===== src/rtl/draw_compositor_if.sv =====
// Pixel-side bundle between the sprite draw objects, the compositor and the
// VGA/game-logic consumers. The source side drives object flags and colours;
// the compositor drives the composited pixel and the collision report.
interface draw_compositor_if #(
    parameter int NUM_OBJ = 4
);
    localparam int NUM_PAIRS = NUM_OBJ * (NUM_OBJ - 1) / 2;

    logic                   startOfFrame;
    logic                   display_en;
    logic [NUM_OBJ-1:0]     obj_drawing;
    logic [12*NUM_OBJ-1:0]  obj_rgb;
    logic [11:0]            bg_rgb;

    logic [3:0]             Red_level;
    logic [3:0]             Green_level;
    logic [3:0]             Blue_level;
    logic [NUM_PAIRS-1:0]   collision_map;
    logic [15:0]            collision_count;
    logic                   collision_valid;

    modport master (
        output startOfFrame, display_en, obj_drawing, obj_rgb, bg_rgb,
        input  Red_level, Green_level, Blue_level,
        input  collision_map, collision_count, collision_valid
    );

    modport slave (
        input  startOfFrame, display_en, obj_drawing, obj_rgb, bg_rgb,
        output Red_level, Green_level, Blue_level,
        output collision_map, collision_count, collision_valid
    );
endinterface


===== src/rtl/draw_compositor.sv =====
// Priority compositor for NUM_OBJ sprite objects with per-frame collision
// accumulation. Lowest object index wins the pixel; background shows when no
// object draws. Pairwise collisions are OR-accumulated over a frame and the
// totals are published on the next startOfFrame.
module draw_compositor #(
    parameter int NUM_OBJ = 4
) (
    input  logic              clk,
    input  logic              reset,
    draw_compositor_if.slave  bus
);
    localparam int NUM_PAIRS = NUM_OBJ * (NUM_OBJ - 1) / 2;

    typedef enum logic {IDLE, RUN} state_t;

    // Saturating increment: the pixel counter sticks at all-ones, never wraps.
    function automatic logic [15:0] sat_inc(input logic [15:0] v, input logic inc);
        if (inc && (v != 16'hFFFF)) begin
            return v + 16'd1;
        end
        return v;
    endfunction

    state_t                 state_q, state_d;
    logic [NUM_PAIRS-1:0]   acc_map_q, acc_map_d;
    logic [15:0]            acc_cnt_q, acc_cnt_d;
    logic [NUM_PAIRS-1:0]   map_q, map_d;
    logic [15:0]            cnt_q, cnt_d;
    logic                   vld_q, vld_d;
    logic [11:0]            rgb_q, rgb_d;

    logic [NUM_PAIRS-1:0]   pair_hit;
    logic                   colliding;

    // Pair (i,j), i<j, maps to lexicographic index i*N - i*(i+1)/2 + (j-i-1).
    for (genvar gi = 0; gi < NUM_OBJ; gi++) begin : g_row
        for (genvar gj = gi + 1; gj < NUM_OBJ; gj++) begin : g_col
            localparam int IDX = gi * NUM_OBJ - (gi * (gi + 1)) / 2 + (gj - gi - 1);
            assign pair_hit[IDX] = bus.display_en & bus.obj_drawing[gi] & bus.obj_drawing[gj];
        end
    end

    // Any set pair bit implies at least two objects drawing in active video.
    assign colliding = |pair_hit;

    // Colour select: scan from the highest index down so the lowest drawing object wins.
    always_comb begin
        rgb_d = bus.bg_rgb;
        for (int i = NUM_OBJ - 1; i >= 0; i--) begin
            if (bus.obj_drawing[i]) begin
                rgb_d = bus.obj_rgb[12*i +: 12];
            end
        end
        if (!bus.display_en) begin
            rgb_d = 12'h000;
        end
    end

    // Next-state and accumulator/publish logic for the frame FSM.
    always_comb begin
        state_d   = state_q;
        acc_map_d = acc_map_q;
        acc_cnt_d = acc_cnt_q;
        map_d     = map_q;
        cnt_d     = cnt_q;
        vld_d     = 1'b0;
        unique case (state_q)
            IDLE: begin
                // No frame has started yet, so there is nothing to publish.
                acc_map_d = '0;
                acc_cnt_d = '0;
                if (bus.startOfFrame) begin
                    state_d   = RUN;
                    acc_map_d = pair_hit;
                    acc_cnt_d = {15'd0, colliding};
                end
            end
            RUN: begin
                if (bus.startOfFrame) begin
                    // Publish only what earlier cycles gathered; this pixel seeds the new frame.
                    map_d     = acc_map_q;
                    cnt_d     = acc_cnt_q;
                    vld_d     = 1'b1;
                    acc_map_d = pair_hit;
                    acc_cnt_d = {15'd0, colliding};
                end else begin
                    acc_map_d = acc_map_q | pair_hit;
                    acc_cnt_d = sat_inc(acc_cnt_q, colliding);
                end
            end
            default: begin
                state_d = IDLE;
            end
        endcase
    end

    // Frame state, accumulators and published collision report.
    always_ff @(posedge clk) begin
        if (reset) begin
            state_q   <= IDLE;
            acc_map_q <= '0;
            acc_cnt_q <= '0;
            map_q     <= '0;
            cnt_q     <= '0;
            vld_q     <= 1'b0;
        end else begin
            state_q   <= state_d;
            acc_map_q <= acc_map_d;
            acc_cnt_q <= acc_cnt_d;
            map_q     <= map_d;
            cnt_q     <= cnt_d;
            vld_q     <= vld_d;
        end
    end

    // Composited pixel register, one pixel per clock.
    always_ff @(posedge clk) begin
        if (reset) begin
            rgb_q <= 12'h000;
        end else begin
            rgb_q <= rgb_d;
        end
    end

    assign bus.Red_level       = rgb_q[11:8];
    assign bus.Green_level     = rgb_q[7:4];
    assign bus.Blue_level      = rgb_q[3:0];
    assign bus.collision_map   = map_q;
    assign bus.collision_count = cnt_q;
    assign bus.collision_valid = vld_q;
endmodule


===== src/flat_wrapper.sv =====
// flat-port wrapper written by rule: the top's interface ports become plain ports
module draw_compositor_flat 
#(
    parameter int NUM_OBJ = 4
)
  (clk, reset, bus_startOfFrame, bus_display_en, bus_obj_drawing, bus_obj_rgb, bus_bg_rgb, bus_Red_level, bus_Green_level, bus_Blue_level, bus_collision_map, bus_collision_count, bus_collision_valid);
  draw_compositor_if #(.NUM_OBJ(NUM_OBJ)) bus_i ();
  input  logic clk;
  input  logic reset;
  input wire logic [$bits(bus_i.startOfFrame)-1:0] bus_startOfFrame;
  input wire logic [$bits(bus_i.display_en)-1:0] bus_display_en;
  input wire logic [$bits(bus_i.obj_drawing)-1:0] bus_obj_drawing;
  input wire logic [$bits(bus_i.obj_rgb)-1:0] bus_obj_rgb;
  input wire logic [$bits(bus_i.bg_rgb)-1:0] bus_bg_rgb;
  output wire logic [$bits(bus_i.Red_level)-1:0] bus_Red_level;
  output wire logic [$bits(bus_i.Green_level)-1:0] bus_Green_level;
  output wire logic [$bits(bus_i.Blue_level)-1:0] bus_Blue_level;
  output wire logic [$bits(bus_i.collision_map)-1:0] bus_collision_map;
  output wire logic [$bits(bus_i.collision_count)-1:0] bus_collision_count;
  output wire logic [$bits(bus_i.collision_valid)-1:0] bus_collision_valid;
  assign bus_i.startOfFrame = bus_startOfFrame;
  assign bus_i.display_en = bus_display_en;
  assign bus_i.obj_drawing = bus_obj_drawing;
  assign bus_i.obj_rgb = bus_obj_rgb;
  assign bus_i.bg_rgb = bus_bg_rgb;
  assign bus_Red_level = bus_i.Red_level;
  assign bus_Green_level = bus_i.Green_level;
  assign bus_Blue_level = bus_i.Blue_level;
  assign bus_collision_map = bus_i.collision_map;
  assign bus_collision_count = bus_i.collision_count;
  assign bus_collision_valid = bus_i.collision_valid;
  draw_compositor #(.NUM_OBJ(NUM_OBJ)) u_core (.clk(clk), .reset(reset), .bus(bus_i));
endmodule

===== config.mk =====
export PLATFORM = sky130hd
export DESIGN_NAME = draw_compositor_flat
export DESIGN_NICKNAME = d
export VERILOG_FILES = /design/src/rtl/draw_compositor_if.sv /design/src/rtl/draw_compositor.sv /design/src/flat_wrapper.sv
export SDC_FILE = /design/constraint.sdc
export NUM_CORES = 1
export LEC_CHECK = 0
export ABC_CLOCK_PERIOD_IN_PS = 2210
export CAP_MARGIN = 40
export CORE_UTILIZATION = 44
export DETAILED_ROUTE_END_ITERATION = 10
export PLACE_DENSITY = 0.8
export SETUP_SLACK_MARGIN = 0.05
export SYNTH_ARGS = -nofsm -noshare
export SYNTH_HDL_FRONTEND = slang
export SYNTH_SLANG_ARGS = --single-unit

===== constraint.sdc =====
create_clock -name clk -period 2.21 [get_ports clk]
set_input_delay 0.442 -clock clk [delete_from_list [all_inputs] [get_ports clk]]
set_output_delay 0.442 -clock clk [all_outputs]
set_load 0.03 [all_outputs]

==> results.md, run 1 <==
- First-pass GRT wire length: 12.6 mm
- Ports: 103
- Slew headroom: 60.9%
- Tot Pwr: 2.53 mW
- Starting DRT DRC Count: 173
- # clock sinks: 58
- Clk root buf: clkbuf_8
- Worst Slack Setup Final: 0.231 ns
- Die H: 81.1 um
- Post-synthesis mux area share: 11.1%
- R2R cell count: 5
- Worst-Skew Late Latency: 0.34 ns
- Synth warnings: 0
- Max-slew violations: 0
- CTS tree: done
- Pint: 1.94 mW
- Overall Global Routing Usage: 25.5%
- Post-synthesis adder-cell area fraction: 0.455%
- Min-delay src: u_core.bus.collision_count[12]$_SDFFE_PP0P_
- Width of the chip: 81.1 um
- Xor/xnor share of the synthesized area: 0%
- Inserted Clock Buffers: 9
- Vias in the first global route: 2,696
- Final Skew: 0.00780 ns
- Critical Path RT: 2.46 ns
- Max Clk Rate: 505 MHz
- Synth Net Count: 396
- #FFs+latches synth: 58
- Final setup violating endpoints: 0
- DP Worst Slack: -0.0736 ns
- CP delay by family, top: buffers and inverters
- Hold path endpoint: u_core.bus.collision_count[12]$_SDFFE_PP0P_
- VDD IR max: 0.455 mV
- Synth cell types: 39
- WL final: 7.78 mm
- Die area: 6580 um2
- Port Buf Inserts: 102
- HP Class: reg -> reg
- Sequential share of the synthesized area: 42.2%
- Via/cell ratio: 5.38
- CP startpoint kind: input port
- Worst-path fanout max: 20
- Sw Ratio: 23.6%
- Fin cells: 520
- Slowest cell on crit path: clkdlybuf4s50_1
- Antenna-violating nets left: 0
- Synth Area in Compound Gates: 17.3%
- Diodes inserted: 0
- Setup crit end kind: flop
- Synthesized area per cell: 8.42 um2
- Final hold vios: 0
- # fillers: 467
- Worst hold slack: 0.454 ns
- Worst reg-to-reg setup slack: 0.27 ns
- Wirelength per Cell: 15.0 um
- Post-CTS Resized: 0
- Hold buffers post-CTS: 0
- Row count: 28
- Setup TNS: 0 ns
- Routed vias: 2,798
- Initial antenna violation count: 0
- Post-DP HPWL: 5.70 mm
- Crit path largest cell delay: 0.54 ns
- Min Tclk post-route: 1.98 ns
- Post-Synth Simple-Gate Area: 24.9%
- Synth Instances: 327
- Tcrit/Tclk final: 89.5%
- Reg power frac: 42.4%
- Nets: 509
- Layout Area Growth over Synthesis: 51.8%
- Bufs and invs on worst path: 2
- Leak: 1.45 nW
- Combinational Power Share: 14.6%
- Synthesized area: 2750 um2
- Pwr per Cell Area: 606 nW/um2
- Core area: 5990 um2
- Layout cells sized above 1: 12.1%
- Inst Count DP: 504
- Worst Tran Pin Value: 0.582 ns
- Outcome: complete, no violations
- Switching pwr: 0.598 mW
- Worst EP arrival: 2.23 ns
- Clk pwr share: 43.0%
- CTS H-tree lvls: 3
- Worst r2r src: u_core.acc_cnt_q[0]$_SDFFE_PP0P_
- GRT overflow: 0
- Largest net degree at the start of global routing: 21
- Post-route DRC violation count: 0
- Cell depth of the worst setup path: 6
- Critical path cell sequence: clkdlybuf4s50_1 -> a211o_1 -> nand3_1 -> buf_12 -> or4_1 -> a21oi_1
- Worst hold stages: 2
- Kind of critical path: in -> reg
- GP Congestion: 0.885
- Starting Density: 45.9%
- Max clock buf depth: 2
- Total of max-cap violations: 0
- Clk slew on worst S/H paths: 0.07 ns
- RSZ-0062 raised after global routing: no
- First-pass detailed-route iteration total: 4
- Largest family of logic cells by synthesized area: simple AND/OR/NAND/NOR gates
- Worst r2r dst: u_core.acc_cnt_q[12]$_SDFFE_PP0P_
- Post-CTS Setup Inserts: 0
==> layout make-up <==
type / instances / area, um2 / share of cell area [%]
Multi-Input combinational cell: 241 / 1480 / 35.4
Timing Repair Buffer: 125 / 1210 / 28.9
Sequential cell: 58 / 1160 / 27.8
Clock buffer: 11 / 141 / 3.38
Tap cell: 75 / 93.8 / 2.25
Clock inverter: 5 / 77.6 / 1.86
Inverter: 5 / 18.8 / 0.449
==> power groups by stage <==
stage	Combinational [mW]	Clock [mW]	Sequential, mW
3_5_place_dp	0.368	0	1.10
4_1_cts	0.371	1.10	1.07
2_1_floorplan	0.144	0	1.12
5_1_grt	0.398	1.14	1.08
6_report	0.371	1.09	1.07
3_3_place_gp	0.360	0	1.10
==> cell usage in the layout, fill, tap and decap left out, types with 2 or more instances in the layout <==
master	count
bufinv_16	2
nor4_1	5
a211o_1	2
mux2i_1	17
clkdlybuf4s50_1	102
inv_1	4
nand4_1	4
nor3_1	13
dfxtp_1	58
nor4b_1	2
a21oi_1	44
nor3b_1	2
a32oi_1	6
nor2b_1	13
clkinv_2	2
nor2_1	8
buf_4	22
nand3_1	8
or3_1	2
nand2b_1	5
or4_1	8
o31ai_1	7
clkbuf_8	10
o21a_1	12
nand2_1	57
mux2_2	12
==> metal layers <==
| metal | up-vias | routed length, um | GRT usage (%) |
|---|---|---|---|
| met5 | - | 0 | 0 |
| met4 | 0 | 205 | 13.4 |
| met3 | 16 | 353 | 4.94 |
| met2 | 88 | 3710 | 41.8 |
| met1 | 1291 | 3510 | 31.7 |
| li1 | 1403 | - | - |
==> cells by family (layout without fill, tap and decap cells) <==
logic type / Yosys count / count (layout)
AO/OA/AOI/OAI: 77 / 77
adder cells (fa/ha/maj): 1 / 1
buffers and inverters: 28 / 146
flip-flops: 58 / 58
multiplexers: 29 / 29
AND/OR/NAND/NOR: 134 / 134
==> sequential cells by signal (all words and copies together) (netlist names) <==
signal,cells
u_core.rgb_q,12
u_core.acc_map_q,6
u_core.bus.collision_count,16
u_core.acc_cnt_q,16
u_core.state_q,1
u_core.bus.collision_map,6
u_core.bus.collision_valid,1
==> stage by stage <==
step / util, % / area [um2]
after floorplan: - / 2750
after global placement: 66.1 / 3960
after detailed placement: 66.1 / 3960
after CTS: 69.8 / 4180
after global routing: 69.8 / 4180
final: 69.8 / 4180
==> Yosys cell counts <==
cell        n  area share [%]
dfxtp_1    58              42
nand2_1    57             7.8
a21oi_1    44             8.0
mux2i_1    17             6.2
clkbuf_1   15             2.0
nor2b_1    13             3.0
nor3_1     13             2.4
mux2_2     12             4.9
o21a_1     12             3.3
nand3_1     8             1.5
nor2_1      8             1.1
or4_1       8             2.2
o31ai_1     7             1.9
a32oi_1     6             1.9
buf_2       5            0.91
nand2b_1    5             1.1
nor4_1      5             1.1
inv_1       4            0.55
nand4_1     4            0.91
buf_1       3            0.41
a211o_1     2            0.64
nor3b_1     2            0.55
nor4b_1     2            0.64
or3_1       2            0.45
a311oi_1    1            0.32
a31oi_1     1            0.23
and2_0      1            0.23
and3_1      1            0.23
and4_1      1            0.32
clkinv_1    1            0.14
ha_1        1            0.45
nand4_2     1            0.45
nor4_2      1            0.45
o2111ai_1   1            0.32
o211ai_1    1            0.27
o21ai_0     1            0.18
o21bai_1    1            0.27
or2_2       1            0.23
or4b_2      1            0.36
==> tightest hold or removal path: stages, from the launching register on <==
cell     delay (ns)
dfxtp_1        0.31
nand2_1        0.05
a21oi_1        0.05
==> worst max path at each step <==
| stage | from | endpoint | slack, ns |
|---|---|---|---|
| after floorplan | u_core.acc_cnt_q[0]$_SDFFE_PP0P_ | u_core.acc_cnt_q[0]$_SDFFE_PP0P_ | 0.42 |
| after global placement | bus_obj_drawing[3] | u_core.acc_cnt_q[8]$_SDFFE_PP0P_ | -0.02 |
| after detailed placement | bus_obj_drawing[3] | u_core.acc_cnt_q[6]$_SDFFE_PP0P_ | -0.07 |
| after CTS | bus_obj_drawing[3] | u_core.acc_cnt_q[6]$_SDFFE_PP0P_ | 0.27 |
| after global routing | u_core.acc_cnt_q[0]$_SDFFE_PP0P_ | u_core.acc_cnt_q[12]$_SDFFE_PP0P_ | 0.07 |
| final | bus_obj_drawing[0] | u_core.acc_cnt_q[6]$_SDFFE_PP0P_ | 0.23 |
No activity file was read; power rests on OpenSTA's default activity.
==> run 2, diff against run 1 <==
--- a/config.mk
+++ b/config.mk
@@ -5,12 +5,14 @@
 export SDC_FILE = /design/constraint.sdc
 export NUM_CORES = 1
 export LEC_CHECK = 0
+export ABC_AREA = 1
 export ABC_CLOCK_PERIOD_IN_PS = 2210
 export CAP_MARGIN = 40
-export CORE_UTILIZATION = 44
+export CORE_UTILIZATION = 45
 export DETAILED_ROUTE_END_ITERATION = 10
-export PLACE_DENSITY = 0.8
+export PLACE_DENSITY = 0.81
 export SETUP_SLACK_MARGIN = 0.05
 export SYNTH_ARGS = -nofsm -noshare
 export SYNTH_HDL_FRONTEND = slang
 export SYNTH_SLANG_ARGS = --single-unit
+export TNS_END_PERCENT = 50
==> results.md, run 2 <==
- Sequential share of the synthesized area: 41.4% (was 42.2%)
- Worst r2r dst: u_core.acc_cnt_q[10]$_SDFFE_PP0P_ (was u_core.acc_cnt_q[12]$_SDFFE_PP0P_)
- Width of the chip: 80.9 um (was 81.1 um)
- Port Buf Inserts: 102 (unchanged)
- #FFs+latches synth: 58 (unchanged)
- Antenna-violating nets left: 0 (unchanged)
- Total of max-cap violations: 0 (unchanged)
- Worst-Skew Late Latency: 0.33 ns (was 0.34 ns)
- Main synth FF type: dfxtp_1 (unchanged)
- Layout cells sized above 1: 6.81% (was 12.1%)
- GRT overflow: 0 (unchanged)
- Min-delay src: u_core.bus.collision_count[10]$_SDFFE_PP0P_ (was u_core.bus.collision_count[12]$_SDFFE_PP0P_)
- Setup crit end kind: flop (unchanged)
- Inserted Clock Buffers: 9 (unchanged)
- Met3 Resource Use GR: 7.42% (was 4.94%)
- Synthesized area: 2800 um2 (was 2750 um2)
- Final setup violating endpoints: 0 (unchanged)
- Die area: 6550 um2 (was 6580 um2)
- Xor/xnor share of the synthesized area: 0% (unchanged)
- Min Tclk post-route: 1.85 ns (was 1.98 ns)
- Most frequent cells in the layout: clkdlybuf4s50_1 (102), nand2_1 (94), dfxtp_1 (58) (was clkdlybuf4s50_1 (102), dfxtp_1 (58), nand2_1 (57))
- Setup TNS: 0 ns (unchanged)
- Vias in the first global route: 2,917 (was 2,696)
- Via/cell ratio: 5.15 (was 5.38)
- Die H: 80.9 um (was 81.1 um)
- Post-Synth Simple-Gate Area: 27.9% (was 24.9%)
- Kind of critical path: reg -> reg (was in -> reg)
- Hold buffers post-CTS: 0 (unchanged)
- Final Skew: 0.00695 ns (was 0.00780 ns)
- Most common cell in the netlist: nand2_1 (was dfxtp_1)
- Row count: 28 (unchanged)
- First-pass GRT wire length: 12.6 mm (about the same)
- Post-synthesis mux area share: 0% (was 11.1%)
- Wirelength per Cell: 12.9 um (was 15.0 um)
- Max clock buf depth: 2 (unchanged)
- Outcome: complete, no violations (unchanged)
- CTS H-tree lvls: 3 (unchanged)
- Ys async rst share: 0% (unchanged)
- Pwr per Cell Area: 604 nW/um2 (was 606 nW/um2)
- Post-route DRC violation count: 0 (unchanged)
- GP Congestion: 0.867 (was 0.885)
- Synth warnings: 0 (unchanged)
- Synthesized area per cell: 6.71 um2 (was 8.42 um2)
- Slowest cell on crit path: dfxtp_1 (was clkdlybuf4s50_1)
- Max Clk Rate: 540 MHz (was 505 MHz)
- Synth Area in Compound Gates: 21.5% (was 17.3%)
- Ports: 103 (unchanged)
- # fillers: 544 (was 467)
- Post-CTS Setup Inserts: 0 (unchanged)
- # clock sinks: 58 (unchanged)
- Largest family of logic cells by synthesized area: simple AND/OR/NAND/NOR gates (unchanged)
- Routed vias: 3,108 (was 2,798)
- Number of flops mapped to enable cells by yosys: 0 (unchanged)
- Diodes inserted: 0 (unchanged)
- GR Util met1: 26.7% (was 31.7%)
- Post-CTS Resized: 0 (unchanged)
- Post-synth top cells: nand2_1 (94), dfxtp_1 (58), nor2_1 (55) (was dfxtp_1 (58), nand2_1 (57), a21oi_1 (44))
- HP Class: reg -> reg (unchanged)
- Post-synthesis adder-cell area fraction: 0.446% (was 0.455%)
- Post-DP HPWL: 6.00 mm (was 5.70 mm)
- WL final: 7.78 mm (about the same)
- Overall Global Routing Usage: 25.0% (was 25.5%)
- Nets: 593 (was 509)
- Design area: 4100 um2 (was 4180 um2)
- Leak: 1.67 nW (was 1.45 nW)
- Worst r2r src: u_core.acc_cnt_q[0]$_SDFFE_PP0P_ (unchanged)
- Critical Path Source: u_core.acc_cnt_q[0]$_SDFFE_PP0P_ (was bus_obj_drawing[0])
- Synth Instances: 418 (was 327)
- Worst hold slack: 0.481 ns (was 0.454 ns)
- CP startpoint kind: flop (was input port)
- Final core occ: 68.8% (was 69.8%)
- Final hold vios: 0 (unchanged)
- Clk slew on worst S/H paths: 0.07 ns (about the same)
- Critical Path RT: 2.44 ns (was 2.46 ns)
- Inst Count DP: 588 (was 504)
- Synth Net Count: 487 (was 396)
- Critical path cell sequence: ha_1 -> nand2_2 -> inv_2 -> nand2_2 -> nor2_1 -> nand2_1 -> nand2_4 -> nand2_4 -> a21oi_1 -> nor2_1 (was clkdlybuf4s50_1 -> a211o_1 -> nand3_1 -> buf_12 -> or4_1 -> a21oi_1)
- VDD IR max: 0.433 mV (was 0.455 mV)
- Hold path endpoint: u_core.bus.collision_count[10]$_SDFFE_PP0P_ (was u_core.bus.collision_count[12]$_SDFFE_PP0P_)
- Crit path largest cell delay: 0.43 ns (was 0.54 ns)
- Worst hold stages: 2 (unchanged)
- Tcrit/Tclk final: 83.7% (was 89.5%)
- Fin cells: 604 (was 520)
- Clk root buf: clkbuf_8 (unchanged)
- Slew headroom: 67.0% (was 60.9%)
- M2 GR Usage: 45.9% (was 41.8%)
- Starting DRT DRC Count: 157 (was 173)
- Synth cell types: 27 (was 39)
- CTS tree: done (unchanged)
- Worst-path fanout max: 17 (was 20)
- Initial antenna violation count: 0 (unchanged)
- Most common cell after layout, fill and taps aside: clkdlybuf4s50_1 (unchanged)
- Worst Tran Pin Value: 0.495 ns (was 0.582 ns)
- Starting Density: 47.1% (was 45.9%)
- Area contributors post-synth: dfxtp_1 (41%), nand2_1 (13%), o21ai_0 (8.7%), a21oi_1 (7.5%), nor2_1 (7.4%) (was dfxtp_1 (42%), a21oi_1 (8.0%), nand2_1 (7.8%), mux2i_1 (6.2%), mux2_2 (4.9%))
- Core area: 5960 um2 (was 5990 um2)
- Placed Area: 3910 um2 (was 3960 um2)
- Largest net degree at the start of global routing: 34 (was 21)
- Top-area cell type share of the netlist area: 41.4% (was 42.2%)
- Worst EP arrival: 2.08 ns (was 2.23 ns)
- First-pass detailed-route iteration total: 4 (unchanged)
- Area leader, netlist: dfxtp_1 (unchanged)
- R2R cell count: 10 (was 5)
- Max-slew violations: 0 (unchanged)
- RSZ-0062 raised after global routing: no (unchanged)
- Layout Area Growth over Synthesis: 46.1% (was 51.8%)
- Worst reg-to-reg setup slack: 0.36 ns (was 0.27 ns)
- GRT Max-Usage Layer: met2 (unchanged)
## run 2: cell types whose count changed after synthesis, moves of 12 or more
cell / delta
o21ai_0: +48
nor2_1: +47
nand2_1: +37
inv_1: +35
nand3_1: +23
mux2i_1: -17
nor2b_1: -13
nor3_1: -13
mux2_2: -12
o21a_1: -12
## run 2: metal layers
layer / vias to the layer above / part of all wire (%)
met1: 1406 / 39
li1: 1574 / -
met3: 12 / 8.3
met4: 0 / 1.6
met5: - / 0
met2: 116 / 51
## run 2: how the worst max path moves through the flow
stage                                                   end  slack (ns)  depth (start not counted)
after floorplan            u_core.acc_cnt_q[4]$_SDFFE_PP0P_        0.71                         11
after global placement    u_core.acc_cnt_q[10]$_SDFFE_PP0P_        0.17                          9
after detailed placement  u_core.acc_cnt_q[10]$_SDFFE_PP0P_        0.10                          9
after CTS                 u_core.acc_cnt_q[10]$_SDFFE_PP0P_        0.39                         10
after global routing      u_core.acc_cnt_q[14]$_SDFFE_PP0P_        0.20                         11
final                     u_core.acc_cnt_q[10]$_SDFFE_PP0P_        0.36                         10
## run 2: logic make-up (layout without fill, tap and decap cells)
kind of cell | Yosys count | after routing
AND/OR/NAND/NOR | 188 | 188
AO/OA/AOI/OAI | 111 | 111
buffers and inverters | 60 | 171
flip-flops | 58 | 58
adder cells (fa/ha/maj) | 1 | 1
## run 2: stage by stage
step / worst slack, ns / power, mW
2_1_floorplan: 0.709 / 1.37
3_3_place_gp: 0.171 / 1.60
3_5_place_dp: 0.104 / 1.61
4_1_cts: 0.386 / 2.49
5_1_grt: 0.204 / 2.59
6_report: 0.359 / 2.47
## run 2: worst max-delay path, delay by kind of cell (launching register included)
| family | cells | cell delay (ns) |
|---|---|---|
| and+or+nand+nor | 7 | 0.78 |
| AOI/OAI and AO/OA | 1 | 0.17 |
| buffers and inverters | 1 | 0.10 |
| adders and majority gates | 1 | 0.26 |
| DFF | 1 | 0.43 |
## run 2: cell type report
class | count | area (um2) | area share [%]
flip-flops and latches | 58 | 1160 | 28.3
clock inverters | 2 | 10.0 | 0.244
repair buffers | 113 | 1100 | 26.9
clock buffers | 14 | 173 | 4.22
inverters | 42 | 158 | 3.85
multi-input cells | 300 | 1400 | 34.1
well taps | 75 | 93.8 | 2.29
## run 2: where the power goes
group,internal (mW),leakage (nW),total [mW],switching [mW]
Combinational,0.230,1.10,0.474,0.243
Sequential,1.09,0.474,1.11,0.0221
Clock,0.496,0.0965,0.888,0.393
